File: config.mk
export PLATFORM = sky130hd
export DESIGN_NAME = mdu_seq
export DESIGN_NICKNAME = d
export VERILOG_FILES = /design/src/rtl/wi23_defs.sv /design/src/rtl/mdu_seq.sv
export SDC_FILE = /design/constraint.sdc
export NUM_CORES = 1
export LEC_CHECK = 0
export ABC_AREA = 1
export BUFFER_PORTS_ARGS = -buffer_cell sky130_fd_sc_hd__buf_2
export CORE_MARGIN = 3
export CORE_UTILIZATION = 62
export DETAILED_ROUTE_END_ITERATION = 12
export MAX_ROUTING_LAYER = met4
export PLACE_DENSITY = 0.88
export SYNTH_ARGS = -nofsm -noshare
export SYNTH_HDL_FRONTEND = slang
export SYNTH_SLANG_ARGS = --single-unit
File: constraint.sdc
create_clock -name clk -period 3.1 [get_ports clk]
set_input_delay 0.155 -clock clk [delete_from_list [all_inputs] [get_ports clk]]
set_output_delay 0.155 -clock clk [all_outputs]
set_load 0.02 [all_outputs]
File: src/rtl/wi23_defs.sv
// Shared definitions for the multiply/divide unit and the ALU it borrows.
package wi23_defs;

    localparam int REGFILE_WIDTH = 32;

    localparam logic [3:0] ALU_OP_ADD  = 4'b0000;
    localparam logic [3:0] ALU_OP_RSUB = 4'b1111;

    typedef enum logic [1:0] {
        MUL   = 2'b00,
        MULHU = 2'b01,
        DIVU  = 2'b10,
        REMU  = 2'b11
    } mdu_op_t;

    typedef enum logic [1:0] {
        IDLE = 2'b00,
        RUN  = 2'b01,
        DONE = 2'b10
    } mdu_state_t;

endpackage

File: src/rtl/mdu_seq.sv
// Iterative unsigned multiply/divide unit: one shift-add or restoring-divide
// step per granted cycle on the shared external ALU.
module mdu_seq
    import wi23_defs::*;
#(
    parameter int W = REGFILE_WIDTH
) (
    input  logic         clk,
    input  logic         rst_n,
    input  logic         start_valid,
    output logic         start_ready,
    input  logic [1:0]   op_i,
    input  logic [W-1:0] rs_a,
    input  logic [W-1:0] rs_b,
    output logic         alu_req,
    input  logic         alu_gnt,
    output logic [W-1:0] alu_a,
    output logic [W-1:0] alu_b,
    output logic [3:0]   alu_op,
    input  logic [W-1:0] alu_out,
    output logic         res_valid,
    input  logic         res_ready,
    output logic [W-1:0] res_data,
    output logic         div_by_zero
);

    localparam logic [5:0] LAST_ITER = 6'(W - 1);

    mdu_state_t   state;
    mdu_op_t      op_q;
    logic [5:0]   cnt;
    logic [W-1:0] oper_q;   // multiplicand or divisor
    logic [W-1:0] hi_q;     // product high word / remainder
    logic [W-1:0] lo_q;     // product low word / dividend shifting out, quotient shifting in

    logic [W-1:0] hi_nxt;
    logic [W-1:0] lo_nxt;
    logic [W:0]   rem33;
    logic         carry;
    logic         ge;

    function automatic logic add_carry(input logic [W-1:0] sum, input logic [W-1:0] addend);
        return sum < addend;
    endfunction

    function automatic logic rem_ge(input logic [W:0] rem, input logic [W-1:0] divisor);
        return rem >= {1'b0, divisor};
    endfunction

    always_comb begin
        alu_a  = '0;
        alu_b  = '0;
        alu_op = ALU_OP_ADD;
        rem33  = {hi_q, lo_q[W-1]};
        hi_nxt = hi_q;
        lo_nxt = lo_q;
        carry  = 1'b0;
        ge     = 1'b0;
        if (state == RUN) begin
            if (!op_q[1]) begin
                alu_a = hi_q;
                alu_b = oper_q;
                carry = add_carry(alu_out, hi_q);
                if (lo_q[0])
                    {hi_nxt, lo_nxt} = {carry, alu_out, lo_q[W-1:1]};
                else
                    {hi_nxt, lo_nxt} = {1'b0, hi_q, lo_q[W-1:1]};
            end else begin
                alu_op = ALU_OP_RSUB;
                alu_a  = oper_q;
                alu_b  = rem33[W-1:0];
                ge     = rem_ge(rem33, oper_q);
                hi_nxt = ge ? alu_out : rem33[W-1:0];
                lo_nxt = {lo_q[W-2:0], ge};
            end
        end
    end

    always_ff @(posedge clk or negedge rst_n) begin
        if (!rst_n) begin
            state       <= IDLE;
            op_q        <= MUL;
            cnt         <= '0;
            oper_q      <= '0;
            hi_q        <= '0;
            lo_q        <= '0;
            res_valid   <= 1'b0;
            res_data    <= '0;
            div_by_zero <= 1'b0;
            alu_req     <= 1'b0;
            start_ready <= 1'b1;
        end else begin
            case (state)
                IDLE: begin
                    if (start_valid) begin
                        op_q        <= mdu_op_t'(op_i);
                        cnt         <= '0;
                        start_ready <= 1'b0;
                        hi_q        <= '0;
                        lo_q        <= op_i[1] ? rs_a : rs_b;
                        oper_q      <= op_i[1] ? rs_b : rs_a;
                        // Divide by zero never touches the ALU.
                        if (op_i[1] && rs_b == '0) begin
                            state       <= DONE;
                            res_valid   <= 1'b1;
                            div_by_zero <= 1'b1;
                            res_data    <= op_i[0] ? rs_a : '1;
                        end else begin
                            state   <= RUN;
                            alu_req <= 1'b1;
                        end
                    end
                end
                RUN: begin
                    if (alu_gnt) begin
                        hi_q <= hi_nxt;
                        lo_q <= lo_nxt;
                        if (cnt == LAST_ITER) begin
                            state       <= DONE;
                            alu_req     <= 1'b0;
                            res_valid   <= 1'b1;
                            div_by_zero <= 1'b0;
                            res_data    <= op_q[0] ? hi_nxt : lo_nxt;
                        end else begin
                            cnt <= cnt + 6'd1;
                        end
                    end
                end
                DONE: begin
                    if (res_ready) begin
                        state       <= IDLE;
                        res_valid   <= 1'b0;
                        start_ready <= 1'b1;
                    end
                end
                default: begin
                    state       <= IDLE;
                    res_valid   <= 1'b0;
                    alu_req     <= 1'b0;
                    start_ready <= 1'b1;
                end
            endcase
        end
    end

endmodule
Word-level counts from Yosys, hierarchy flattened:

Index checks and enable logic that the tools add are counted.

* add/sub/neg operators: 1
* order comparisons: 2
* equality and inequality tests: 10
* muxes and demuxes: 51
* bitwise gates (word level): 2
* reduce and logical (&&, ||, !) cells: 12

Operator list (number)
* $mux W32: 21
* $pmux W32 S2: 3
* $ge A33 B32 Y1: 1
* $logic_not A32 Y1: 1
* $lt A32 B32 Y1: 1
* $mux W6: 3
* $reduce_and A5 Y1: 3
* $ne A2 B2 Y1 const B: 6
* $pmux W6 S2: 1
* $mux W1: 11
* $mux W2: 5
* $pmux W1 S3: 3
* $mux W4: 2
* $reduce_and A4 Y1: 2
* $add A6 B1 Y6 const B: 1
* $eq A6 B5 Y1 const B: 1
* $pmux W2 S3: 1
* $reduce_and A3 Y1: 2
* $eq A2 B1 Y1 const B: 1
* $eq A2 B2 Y1 const B: 1
* $logic_not A2 Y1: 1
* $ne A2 B1 Y1 const B: 1
* $not A1 Y1: 2
* $pmux W1 S2: 1
* other kinds (3): 3

* flip-flop bits (word level): 142
* input port bits: 103
* output and inout bits: 104
* logic and storage cells: 89

Longest topological paths before layout:

Gate-level depths: netlist (run 1).

* depth after elaboration: 7
* gate-level depth with buffers: 19
* gate-level depth less buffers: 18

Worst setup path before layout (run 1):

Ideal clock, no wire load.

* kind: flip-flop to output port
* start: register state[0]
* end: output alu_op[1]
* arrival: 1.995 ns
* data required time: 2.945 ns
* setup slack: 0.950 ns
* stages on the path, launching flop included: 10
* buffers on the path: 5
* path through: dfrtp_1 > inv_1 > nor2_1 > buf_2 > inv_1 > buf_2 > buf_2 > buf_1 > nor2_1 > buf_4

* word-level cells in the longest chain between the ends: 2

RTL lines
* start, declared: line mdu_seq.sv:29 `mdu_state_t state;`
* start signal, assigned: line mdu_seq.sv:81 `state <= IDLE;`
* start signal, assigned: line mdu_seq.sv:104 `state <= DONE;`
* start signal, assigned: line mdu_seq.sv:109 `state <= RUN;`
* $eq A2 B1 Y1: line mdu_seq.sv:59 `if (state == RUN) begin`
* $mux W4: line mdu_seq.sv:59
* end, declared: line mdu_seq.sv:19 `output logic [3:0] alu_op,`

Every way passes these cells.

Final worst setup path (run 1):

* start: register oper_q[16]
* end: register res_data[17]

* word-level cells in the longest chain between the ends: 7

RTL lines
* start, declared: line mdu_seq.sv:32 `logic [W-1:0] oper_q;`
* start signal, assigned: line mdu_seq.sv:101 `oper_q <= op_i[1] ? rs_b : rs_a;`
* $ge A33 B32 Y1: line mdu_seq.sv:47 `return rem >= {1'b0, divisor};`
* $mux W32: line mdu_seq.sv:73 `hi_nxt = ge ? alu_out : rem33[W-1:0];`
* $mux W32: line mdu_seq.sv:60 `if (!op_q[1]) begin`
* $mux W32: line mdu_seq.sv:123 `res_data <= op_q[0] ? hi_nxt : lo_nxt;`
* $mux W32: line mdu_seq.sv:118 `if (cnt == LAST_ITER) begin`
* $mux W32: line mdu_seq.sv:115 `if (alu_gnt) begin`
* $pmux W32 S2: line mdu_seq.sv:93 `case (state)`
* end signal, assigned: line mdu_seq.sv:107 `res_data <= op_i[0] ? rs_a : '1;`
* end signal, assigned: line mdu_seq.sv:123
* end, declared: line mdu_seq.sv:23 `output logic [W-1:0] res_data,`

Every way passes these cells. The select of a mux whose other input is x is not followed.
A chain may end at the register's enable or synchronous reset.

==> flow_metrics.env, run 1 <==
export IMPL_outcome="finished, final reports clean"
export IMPL_yosys_most_used_dff="dfrtp_1"
export IMPL_cp_max_fo=27
export IMPL_syn_cell_area_sq_um=10900
export IMPL_synth_top_family_by_area="simple AND/OR/NAND/NOR gates"
export IMPL_place_inst=1992
export IMPL_whs_ns=0.0268
export IMPL_core_sq_um=16900
export IMPL_die_x_um=139
export IMPL_antenna_cells=0
export IMPL_antenna_found_initial=0
export IMPL_irDropWorstVdd_mv=1.49
export IMPL_p_leak_uw=0.00645
export IMPL_max_clock_freq_mhz=361
export IMPL_critical_path_class="flop to flop"
export IMPL_drive_above_1_share_pct=16.0
export IMPL_insertion_delay_ns=0.43
export IMPL_final_cells=2025
export IMPL_start_util_pct=64.6
export IMPL_slew_limit_headroom_pct=31.0
export IMPL_synthXorXnorAreaFrac_pct=0
export IMPL_required_ns=3.42
export IMPL_cp_end_kind="flop"
export IMPL_fin_setup_tns_ns=0
export IMPL_synth_edf_count=0
export IMPL_cts_root_buf="clkbuf_16"
export IMPL_grt_max_degree=113
export IMPL_synthArstFlopShare_pct=100
export IMPL_htree_num_levels=4
export IMPL_avgSynthCellArea_sq_um=6.62
export IMPL_maxCapViolations=0
export IMPL_ys_types=37
export IMPL_rsz0062_at_grt="no"
export IMPL_antenna_left=0
export IMPL_wl_um=39500
export IMPL_cts_sinks=142
export IMPL_grt_use_total_pct=41.4
export IMPL_dieArea_sq_um=19200
export IMPL_synth_compound_area_share_pct=24.5
export IMPL_synth_nets=1813
export IMPL_netlist_instances=1646
export IMPL_grt_pass1_vias=11171
export IMPL_remaining_drc_errors=0
export IMPL_p_per_area_nw_per_um2=1090
export IMPL_slew_violations=0
export IMPL_setup_violations_final=0
export IMPL_wl_per_cell_um=19.5
export IMPL_gp_congestion=0.986
export IMPL_period_share_pct=89.3
export IMPL_finalCriticalPeriod_ns=2.77
export IMPL_synthSimpleGateAreaFrac_pct=24.7
export IMPL_synth_yosys_seq_area_share_pct=32.6
export IMPL_skew_ns=0.0126
export IMPL_dp_hpwl_um=27800
export IMPL_io_pins=207
export IMPL_numCtsBuffers=17
export IMPL_port_buffers=206
export IMPL_area_growth_pct=15.3
export IMPL_num_rows=47
export IMPL_muxShareOfSynthArea_pct=0
export IMPL_num_vias=12445
export IMPL_critPathArrivalTime_ns=3.09
export IMPL_r2r_setup_slack_ns=0.33
export IMPL_grt_overflow_total=0
export IMPL_via_per_inst=6.15
export IMPL_cts_buffer_depth=2
export IMPL_cts_setup_buffers=0
export IMPL_cts_tree="built"
export IMPL_grt_pass1_wl_um=62200
export IMPL_clkTransAtPathRegs_ns=0.07
export IMPL_tightest_slew_ns=1.03
export IMPL_dieHeight_um=139
export IMPL_hp_class="primary input to flop"
export IMPL_first_pass_iters=7
export IMPL_synth_seq_cells=142
export IMPL_fin_nets=1959
export IMPL_critPathLaunchType="flop"
export IMPL_drtIter0Drc=1552
export IMPL_yosys_warnings=0
export IMPL_synthAdderAreaFrac_pct=7.35
export IMPL_finalHoldViolations=0
export IMPL_p_total_uw=13700
cell families (layout without fill, tap and decap cells):
| group | count (synthesis) | after routing |
|---|---|---|
| compound gates | 486 | 486 |
| flops | 142 | 142 |
| fa+ha+maj | 64 | 64 |
| buf+inv | 301 | 460 |
| simple gates | 653 | 653 |
routing by layer:
metal / global-route usage (%) / part of all wire [%]
met5: - / 0
met4: 12.7 / 3.2
met3: 11.0 / 14
met2: 59.3 / 43
met1: 57.9 / 40
registers in the layout (all words and copies together), names as in the netlist:
name	cells
cnt	6
op_q	2
div_by_zero	1
hi_q	32
state	2
res_data	32
lo_q	32
oper_q	32
start_ready	1
res_valid	1
alu_req	1
stage by stage:
step,area [sq um],util (%),setup slack [ns]
floorplan,10900,-,0.950
global placement,12000,71.0,0.441
detailed placement,12000,71.0,0.406
CTS,12600,74.5,0.394
global route,12600,74.5,0.0802
finish,12600,74.5,0.331
cell type report:
class	count	area (sq um)
clock inverters	15	149
flip-flops and latches	142	3560
inverters	198	743
multi-input cells	1203	6170
well taps	220	275
repair buffers	230	1240
fillers	1434	4310
clock buffers	17	425
cell usage after synthesis (all sizes together), types with 11 or more instances:
cell type	count	area share, %
a21oi	107	4.9
buf	35	1.7
clkbuf	68	2.3
dfrtp	141	32
ha	64	7.3
inv	195	6.7
nand2	376	13
nand3	60	2.9
nor2	185	6.6
nor3	11	0.51
o211ai	69	4.8
o21ai	265	12
o22ai	32	1.8
worst max-delay path, cell delays in order (launching register included):
cell,delay [ns]
dfrtp_1,0.35
inv_1,0.07
ha_1,0.33
nand2_1,0.08
nor2_1,0.12
inv_1,0.10
a21oi_1,0.19
nor2_1,0.08
nand2_1,0.07
nand2_1,0.15
nand3_4,0.18
inv_2,0.23
o21ai_0,0.28
nand3_1,0.21
nand2_1,0.13
nand2_1,0.06
power breakdown:
part           total, uW  switching [uW]  internal [uW]
registers           3220             633           2580
logic               8430            5930           2500
clock network       2060             927           1130
total              13700            7490           6210
cells in the final DEF (no fill, tap or decap), drive strengths merged:
cell type / n
inv: 204
o21ai: 265
clkinv: 4
nor2: 185
o221ai: 1
o211ai: 69
nand3b: 1
nand3: 60
a21oi: 107
nand2: 376
a211oi: 2
dlygate4sd3: 1
nor4: 6
o22ai: 32
a31oi: 7
dfrtp: 141
nand4: 8
bufinv: 1
buf: 229
nor3: 11
clkinvlp: 4
clkbuf: 17
or2: 6
dfstp: 1
ha: 64
o21a: 3
repair_timing:
action | CTS | global route
resized for setup | 0 | 0
hold endpoints to repair | 77 | 0
hold buffers | 1 | 0
path summary, 6_finish.rpt:
kind                                          from  cells past startpoint                  endpoint
max in group asynchronous                    rst_n                      3      lo_q[17]$_DFFE_PN0P_
setup reg to reg            oper_q[16]$_DFFE_PN0P_                     15  res_data[17]$_DFFE_PN0P_
hold reg to reg            div_by_zero$_DFFE_PN0P_                      2   div_by_zero$_DFFE_PN0P_
hold / removal                            rs_b[27]                      3    oper_q[27]$_DFFE_PN0P_
setup / recovery            oper_q[16]$_DFFE_PN0P_                     15  res_data[17]$_DFFE_PN0P_
min in group asynchronous                    rst_n                      2     oper_q[9]$_DFFE_PN0P_
No activity file was read; power rests on OpenSTA's default activity.
==> inputs of run 2 (changes only) <==
--- a/config.mk
+++ b/config.mk
@@ -8,10 +8,9 @@
 export ABC_AREA = 1
 export BUFFER_PORTS_ARGS = -buffer_cell sky130_fd_sc_hd__buf_2
 export CORE_MARGIN = 3
-export CORE_UTILIZATION = 62
+export CORE_UTILIZATION = 30
 export DETAILED_ROUTE_END_ITERATION = 12
 export MAX_ROUTING_LAYER = met4
-export PLACE_DENSITY = 0.88
 export SYNTH_ARGS = -nofsm -noshare
 export SYNTH_HDL_FRONTEND = slang
 export SYNTH_SLANG_ARGS = --single-unit
==> run 2 against run 1 <==
Net effect:
- clock power is essentially flat
- setup slack lost 0.065 ns
- non-clock buffer count grew 2
- critical path type unchanged
==> flow_metrics.env, run 2 (same netlist as run 1, synthesis figures left out) <==
export IMPL_insertion_delay_ns=0.44
export IMPL_cp_end_kind="flop"
export IMPL_slowest_delay_ns=0.42
export IMPL_port_buffers=206
export IMPL_core_sq_um=35700
export IMPL_period_share_pct=91.4
export IMPL_rsz0062_at_grt="no"
export IMPL_skew_ns=0.0108
export IMPL_area_growth_pct=18.2
export IMPL_grt_pass1_wl_um=67600
export IMPL_cts_tree="built"
export IMPL_wl_per_cell_um=19.6
export IMPL_via_per_inst=5.21
export IMPL_htree_num_levels=4
export IMPL_netSwitchingFraction_pct=54.4
export IMPL_dieArea_sq_um=38600
export IMPL_hp_class="primary input to flop"
export IMPL_internal_power_uw=6180
export IMPL_layout_common_cells="374 x nand2_1, 217 x o21ai_0, 205 x buf_2, 188 x inv_1, 179 x nor2_1"
export IMPL_die_x_um=197
export IMPL_p_leak_uw=0.00645
export IMPL_remaining_drc_errors=0
export IMPL_finalCriticalPeriod_ns=2.83
export IMPL_dp_hpwl_um=33200
export IMPL_pwr_share_clk_pct=14.9
export IMPL_fin_util_pct=36.1
export IMPL_antenna_left=0
export IMPL_first_pass_iters=7
export IMPL_cts_root_buf="clkbuf_16"
export IMPL_gp_congestion=0.936
export IMPL_irDropWorstVdd_mv=0.751
export IMPL_finalHoldViolations=0
export IMPL_critical_path_class="flop to flop"
export IMPL_num_vias=11864
export IMPL_grt_overflow_total=0
export IMPL_fin_setup_tns_ns=0
export IMPL_slew_violations=0
export IMPL_dieHeight_um=197
export IMPL_grt_use_total_pct=23.2
export IMPL_combPwrFrac_pct=61.3
export IMPL_layout_commonest_cell="nand2_1"
export IMPL_antenna_found_initial=9
export IMPL_maxCapViolations=0
export IMPL_drive_above_1_share_pct=15.9
export IMPL_critPathLaunchType="flop"
export IMPL_p_sw_uw=7390
export IMPL_cts_sinks=142
export IMPL_numCtsBuffers=17
export IMPL_p_per_area_nw_per_um2=1050
export IMPL_io_pins=207
export IMPL_start_util_pct=30.6
export IMPL_grt_pass1_vias=11319
export IMPL_cts_setup_buffers=0
export IMPL_path_cells="inv_1, ha_1, nand2_1, nor2_1, nand3_1, nor2_1, nand2_1, nand3_4, inv_2, o21ai_0, nand3_1, nand2_1, nand2_1"
export IMPL_outcome="finished, final reports clean"
export IMPL_tightest_slew_ns=0.971
export IMPL_crit_family="simple AND/OR/NAND/NOR gates"
export IMPL_p_seq_share_pct=23.8
export IMPL_cp_max_fo=27
export IMPL_slew_limit_headroom_pct=35.2
export IMPL_grt_max_degree=104
export IMPL_worst_path_buf_inv=2
export IMPL_required_ns=3.43
export IMPL_cpMaxStageDelayCell="dfrtp_1"
export IMPL_num_rows=69
export IMPL_max_clock_freq_mhz=353
export IMPL_clkTransAtPathRegs_ns=0.07
export IMPL_crit_path_frequent_cell="nand2_1"
export IMPL_setup_violations_final=0
export IMPL_wl_um=44600
export IMPL_critPathArrivalTime_ns=3.17
export IMPL_drtIter0Drc=1048
export IMPL_cts_buffer_depth=2
export IMPL_fin_nets=1961
[run 2: changes by cell type in the layout (fill, tap and decap cells not counted), moves of 3 or more]
| cell | delta |
|---|---|
| diode_2 | +9 |
| clkinv_2 | +3 |
| inv_6 | -6 |
| clkinv_4 | +4 |
[run 2: power groups by stage]
stage / logic [uW] / registers, uW / clock network, uW
global placement: 8190 / 3230 / 0
finish: 8320 / 3230 / 2030
detailed placement: 8210 / 3250 / 0
CTS: 8270 / 3220 / 2040
floorplan: 5840 / 2990 / 0
global route: 9340 / 3330 / 2120
[run 2: metrics by stage]
step           instances  total power [uW]  hold slack [ns]  worst slack [ns]  instance area [sq um]
2_1_floorplan       1646              8830           -0.141             0.950                  10900
3_3_place_gp        2233             11400            0.238             0.374                  12300
3_5_place_dp        2233             11500            0.241             0.307                  12300
4_1_cts             2268             13500          0.00273             0.298                  12900
5_1_grt             2277             14800           0.0111           0.00280                  12900
6_report            2277             13600           0.0161             0.266                  12900
[run 2: final timing paths]
check	startpoint	endpoint	slack (ns)	depth (start not counted)
max	oper_q[29]$_DFFE_PN0P_	res_data[16]$_DFFE_PN0P_	0.27	13
min	rs_b[29]	oper_q[29]$_DFFE_PN0P_	0.02	3
max reg2reg	oper_q[29]$_DFFE_PN0P_	res_data[16]$_DFFE_PN0P_	0.27	13
min reg2reg	div_by_zero$_DFFE_PN0P_	div_by_zero$_DFFE_PN0P_	0.47	2
max in group asynchronous	rst_n	op_q[1]$_DFFE_PN0P_	1.90	3
min in group asynchronous	rst_n	lo_q[25]$_DFFE_PN0P_	0.32	2
[run 2: layer usage]
metal	track usage (%)	vias up	wire (um)
li1	-	5755	-
met1	32.1	5576	20500
met2	35.3	473	19900
met3	3.79	60	3090
met4	6.89	0	1080
met5	-	-	0
[run 2: cell type report]
cell class	instances	area, sq um
Antenna cell	9	22.5
Clock buffer	19	443
Clock inverter	13	116
Fill cell	3898	22800
Inverter	198	743
Multi-Input combinational cell	1203	6170
Sequential cell	142	3560
Tap cell	461	577
Timing Repair Buffer	232	1250
[run 2: worst reg2reg max path, stage by stage (launching register included)]
cell	delay, ns
dfrtp_1	0.42
inv_1	0.08
ha_1	0.28
nand2_1	0.10
nor2_1	0.16
nand3_1	0.12
nor2_1	0.21
nand2_1	0.22
nand3_4	0.18
inv_2	0.23
o21ai_0	0.33
nand3_1	0.22
nand2_1	0.12
nand2_1	0.05
[run 2: repair_timing]
| action | 4_1_cts | 5_1_grt |
|---|---|---|
| resized for setup | 0 | 2 |
| hold buffers | 3 | 0 |
| endpoints found under the setup margin | 0 | 2 |
| hold endpoints to repair | 68 | 0 |
==> inputs of run 3 (changes only) <==
--- a/config.mk
+++ b/config.mk
@@ -8,7 +8,7 @@
 export ABC_AREA = 1
 export BUFFER_PORTS_ARGS = -buffer_cell sky130_fd_sc_hd__buf_2
 export CORE_MARGIN = 3
-export CORE_UTILIZATION = 30
+export CORE_UTILIZATION = 31
 export DETAILED_ROUTE_END_ITERATION = 12
 export MAX_ROUTING_LAYER = met4
 export SYNTH_ARGS = -nofsm -noshare
==> run 3 against run 2 <==
Net effect:
- setup slack better by 0.027 ns
- count of clock-buffer cells in the layout unchanged
- largest power group unchanged
- largest cell class unchanged
- die area down 3.1%
- critical endpoint unchanged
- critical path type unchanged
- global-route usage up 0.38 points
==> flow_metrics.env, run 3 (same netlist as run 1, synthesis figures left out) <==
export IMPL_grt_pass1_wl_um=68100
export IMPL_start_util_pct=31.5
export IMPL_fin_nets=1960
export IMPL_io_pins=207
export IMPL_crit_family="simple AND/OR/NAND/NOR gates"
export IMPL_layout_commonest_cell="nand2_1"
export IMPL_insertion_delay_ns=0.45
export IMPL_grt_max_degree=104
export IMPL_dieArea_sq_um=37400
export IMPL_tightest_slew_ns=0.955
export IMPL_finalCriticalPeriod_ns=2.81
export IMPL_dieHeight_um=193
export IMPL_wl_per_cell_um=19.4
export IMPL_wl_um=43900
export IMPL_critPathLaunchType="flop"
export IMPL_p_per_area_nw_per_um2=1070
export IMPL_outcome="finished, final reports clean"
export IMPL_clkTransAtPathRegs_ns=0.07
export IMPL_skew_ns=0.0120
export IMPL_place_inst=2228
export IMPL_remaining_drc_errors=0
export IMPL_cp_end_kind="flop"
export IMPL_cts_sinks=142
export IMPL_path_cells="inv_1, ha_1, nand2_1, nor2_1, inv_1, a21oi_1, nor2_1, nand2_1, nand2_1, nand3_4, inv_4, o21ai_0, nand3_1, nand2_1, nand2_1"
export IMPL_setup_violations_final=0
export IMPL_p_leak_uw=0.00647
export IMPL_num_rows=68
export IMPL_required_ns=3.43
export IMPL_slowest_delay_ns=0.35
export IMPL_grt_overflow_total=0
export IMPL_antenna_left=0
export IMPL_fillers=3739
export IMPL_crit_path_frequent_cell="nand2_1"
export IMPL_area_growth_pct=18.7
export IMPL_numCtsBuffers=17
export IMPL_worst_path_buf_inv=3
export IMPL_slew_limit_headroom_pct=36.3
export IMPL_finalHoldViolations=0
export IMPL_fin_setup_tns_ns=0
export IMPL_layout_common_cells="374 x nand2_1, 219 x o21ai_0, 205 x buf_2, 188 x inv_1, 179 x nor2_1"
export IMPL_core_sq_um=34600
export IMPL_gp_congestion=0.964
export IMPL_grt_use_total_pct=23.6
export IMPL_drive_above_1_share_pct=15.9
export IMPL_drtIter0Drc=1171
export IMPL_htree_num_levels=4
export IMPL_first_pass_iters=5
export IMPL_cpMaxStageDelayCell="dfrtp_1"
export IMPL_antenna_found_initial=7
export IMPL_final_cells=2268
export IMPL_critPathArrivalTime_ns=3.13
export IMPL_critical_path_class="flop to flop"
export IMPL_max_clock_freq_mhz=356
export IMPL_cts_tree="built"
export IMPL_irDropWorstVdd_mv=0.655
export IMPL_cts_setup_buffers=0
export IMPL_grt_pass1_vias=11477
export IMPL_maxCapViolations=0
export IMPL_num_vias=11971
export IMPL_cts_buffer_depth=2
export IMPL_via_per_inst=5.28
export IMPL_cts_root_buf="clkbuf_16"
export IMPL_port_buffers=206
export IMPL_rsz0062_at_grt="no"
export IMPL_hp_class="primary input to flop"
export IMPL_cp_max_fo=27
export IMPL_dp_hpwl_um=32100
export IMPL_die_x_um=193
export IMPL_period_share_pct=90.6
export IMPL_slew_violations=0
[run 3: changes by cell type in the layout (fill, tap and decap cells not counted), moves of 2 or more]
cell / before / now
dlygate4sd3_1: 3 / 1
buf_12: 1 / 3
o21ai_1: 48 / 46
diode_2: 9 / 7
bufinv_16: 1 / 3
o21ai_0: 217 / 219
clkinv_2: 4 / 2
[run 3: metal layers]
metal	vias up	track usage [%]	wire length, um
li1	5769	-	-
met4	0	7.07	1230
met1	5660	32.4	20000
met3	66	4.35	3210
met5	-	-	0
met2	476	35.7	19500
[run 3: through the flow]
stage               worst slack [ns]  cell area [sq um]  util, %  total power, uW  hold WS (ns)
global route                  0.0632              12900     37.4            15100        0.0243
finish                         0.292              12900     37.4            13900        0.0184
detailed placement             0.251              12300     35.5            11600         0.169
floorplan                      0.950              10900        -             8830        -0.141
global placement               0.231              12300     35.5            11600         0.165
CTS                            0.232              12900     37.3            13800       0.00219
[run 3: tightest hold or removal path, cell delays in order]
cell	delay [ns]
buf_2	0.13
nand2_1	0.07
a31oi_1	0.07
[run 3: layout make-up]
type	count	area, sq um	area share, %
multi-input combinational	1203	6180	47.8
clock inverter	13	168	1.30
inverter	198	746	5.76
clock buffer	19	433	3.35
tap	455	569	4.40
antenna	7	17.5	0.135
sequential	142	3560	27.5
timing repair buffer	231	1260	9.78
[run 3: worst paths after layout]
kind	start	endpoint	slack (ns)	cells after the start
min in group asynchronous	rst_n	lo_q[22]$_DFFE_PN0P_	0.26	2
max in group asynchronous	rst_n	hi_q[6]$_DFFE_PN0P_	1.88	3
setup reg to reg	oper_q[16]$_DFFE_PN0P_	res_data[16]$_DFFE_PN0P_	0.29	15
hold reg to reg	start_ready$_DFFE_PN1P_	start_ready$_DFFE_PN1P_	0.47	2
setup / recovery	oper_q[16]$_DFFE_PN0P_	res_data[16]$_DFFE_PN0P_	0.29	15
hold / removal	rs_a[29]	oper_q[29]$_DFFE_PN0P_	0.02	3
[run 3: where the power goes]
group,switching [uW],total (uW),internal (uW),leakage (uW)
Combinational,6010,8540,2530,0.00437
Clock,919,2190,1270,0.000288
Sequential,593,3180,2580,0.00181
Total,7520,13900,6380,0.00647
[run 3: repair_timing]
action | CTS | global route
resized for setup | 0 | 3
hold endpoints to repair | 51 | 0
endpoints found under the setup margin | 0 | 1
hold buffers | 1 | 0
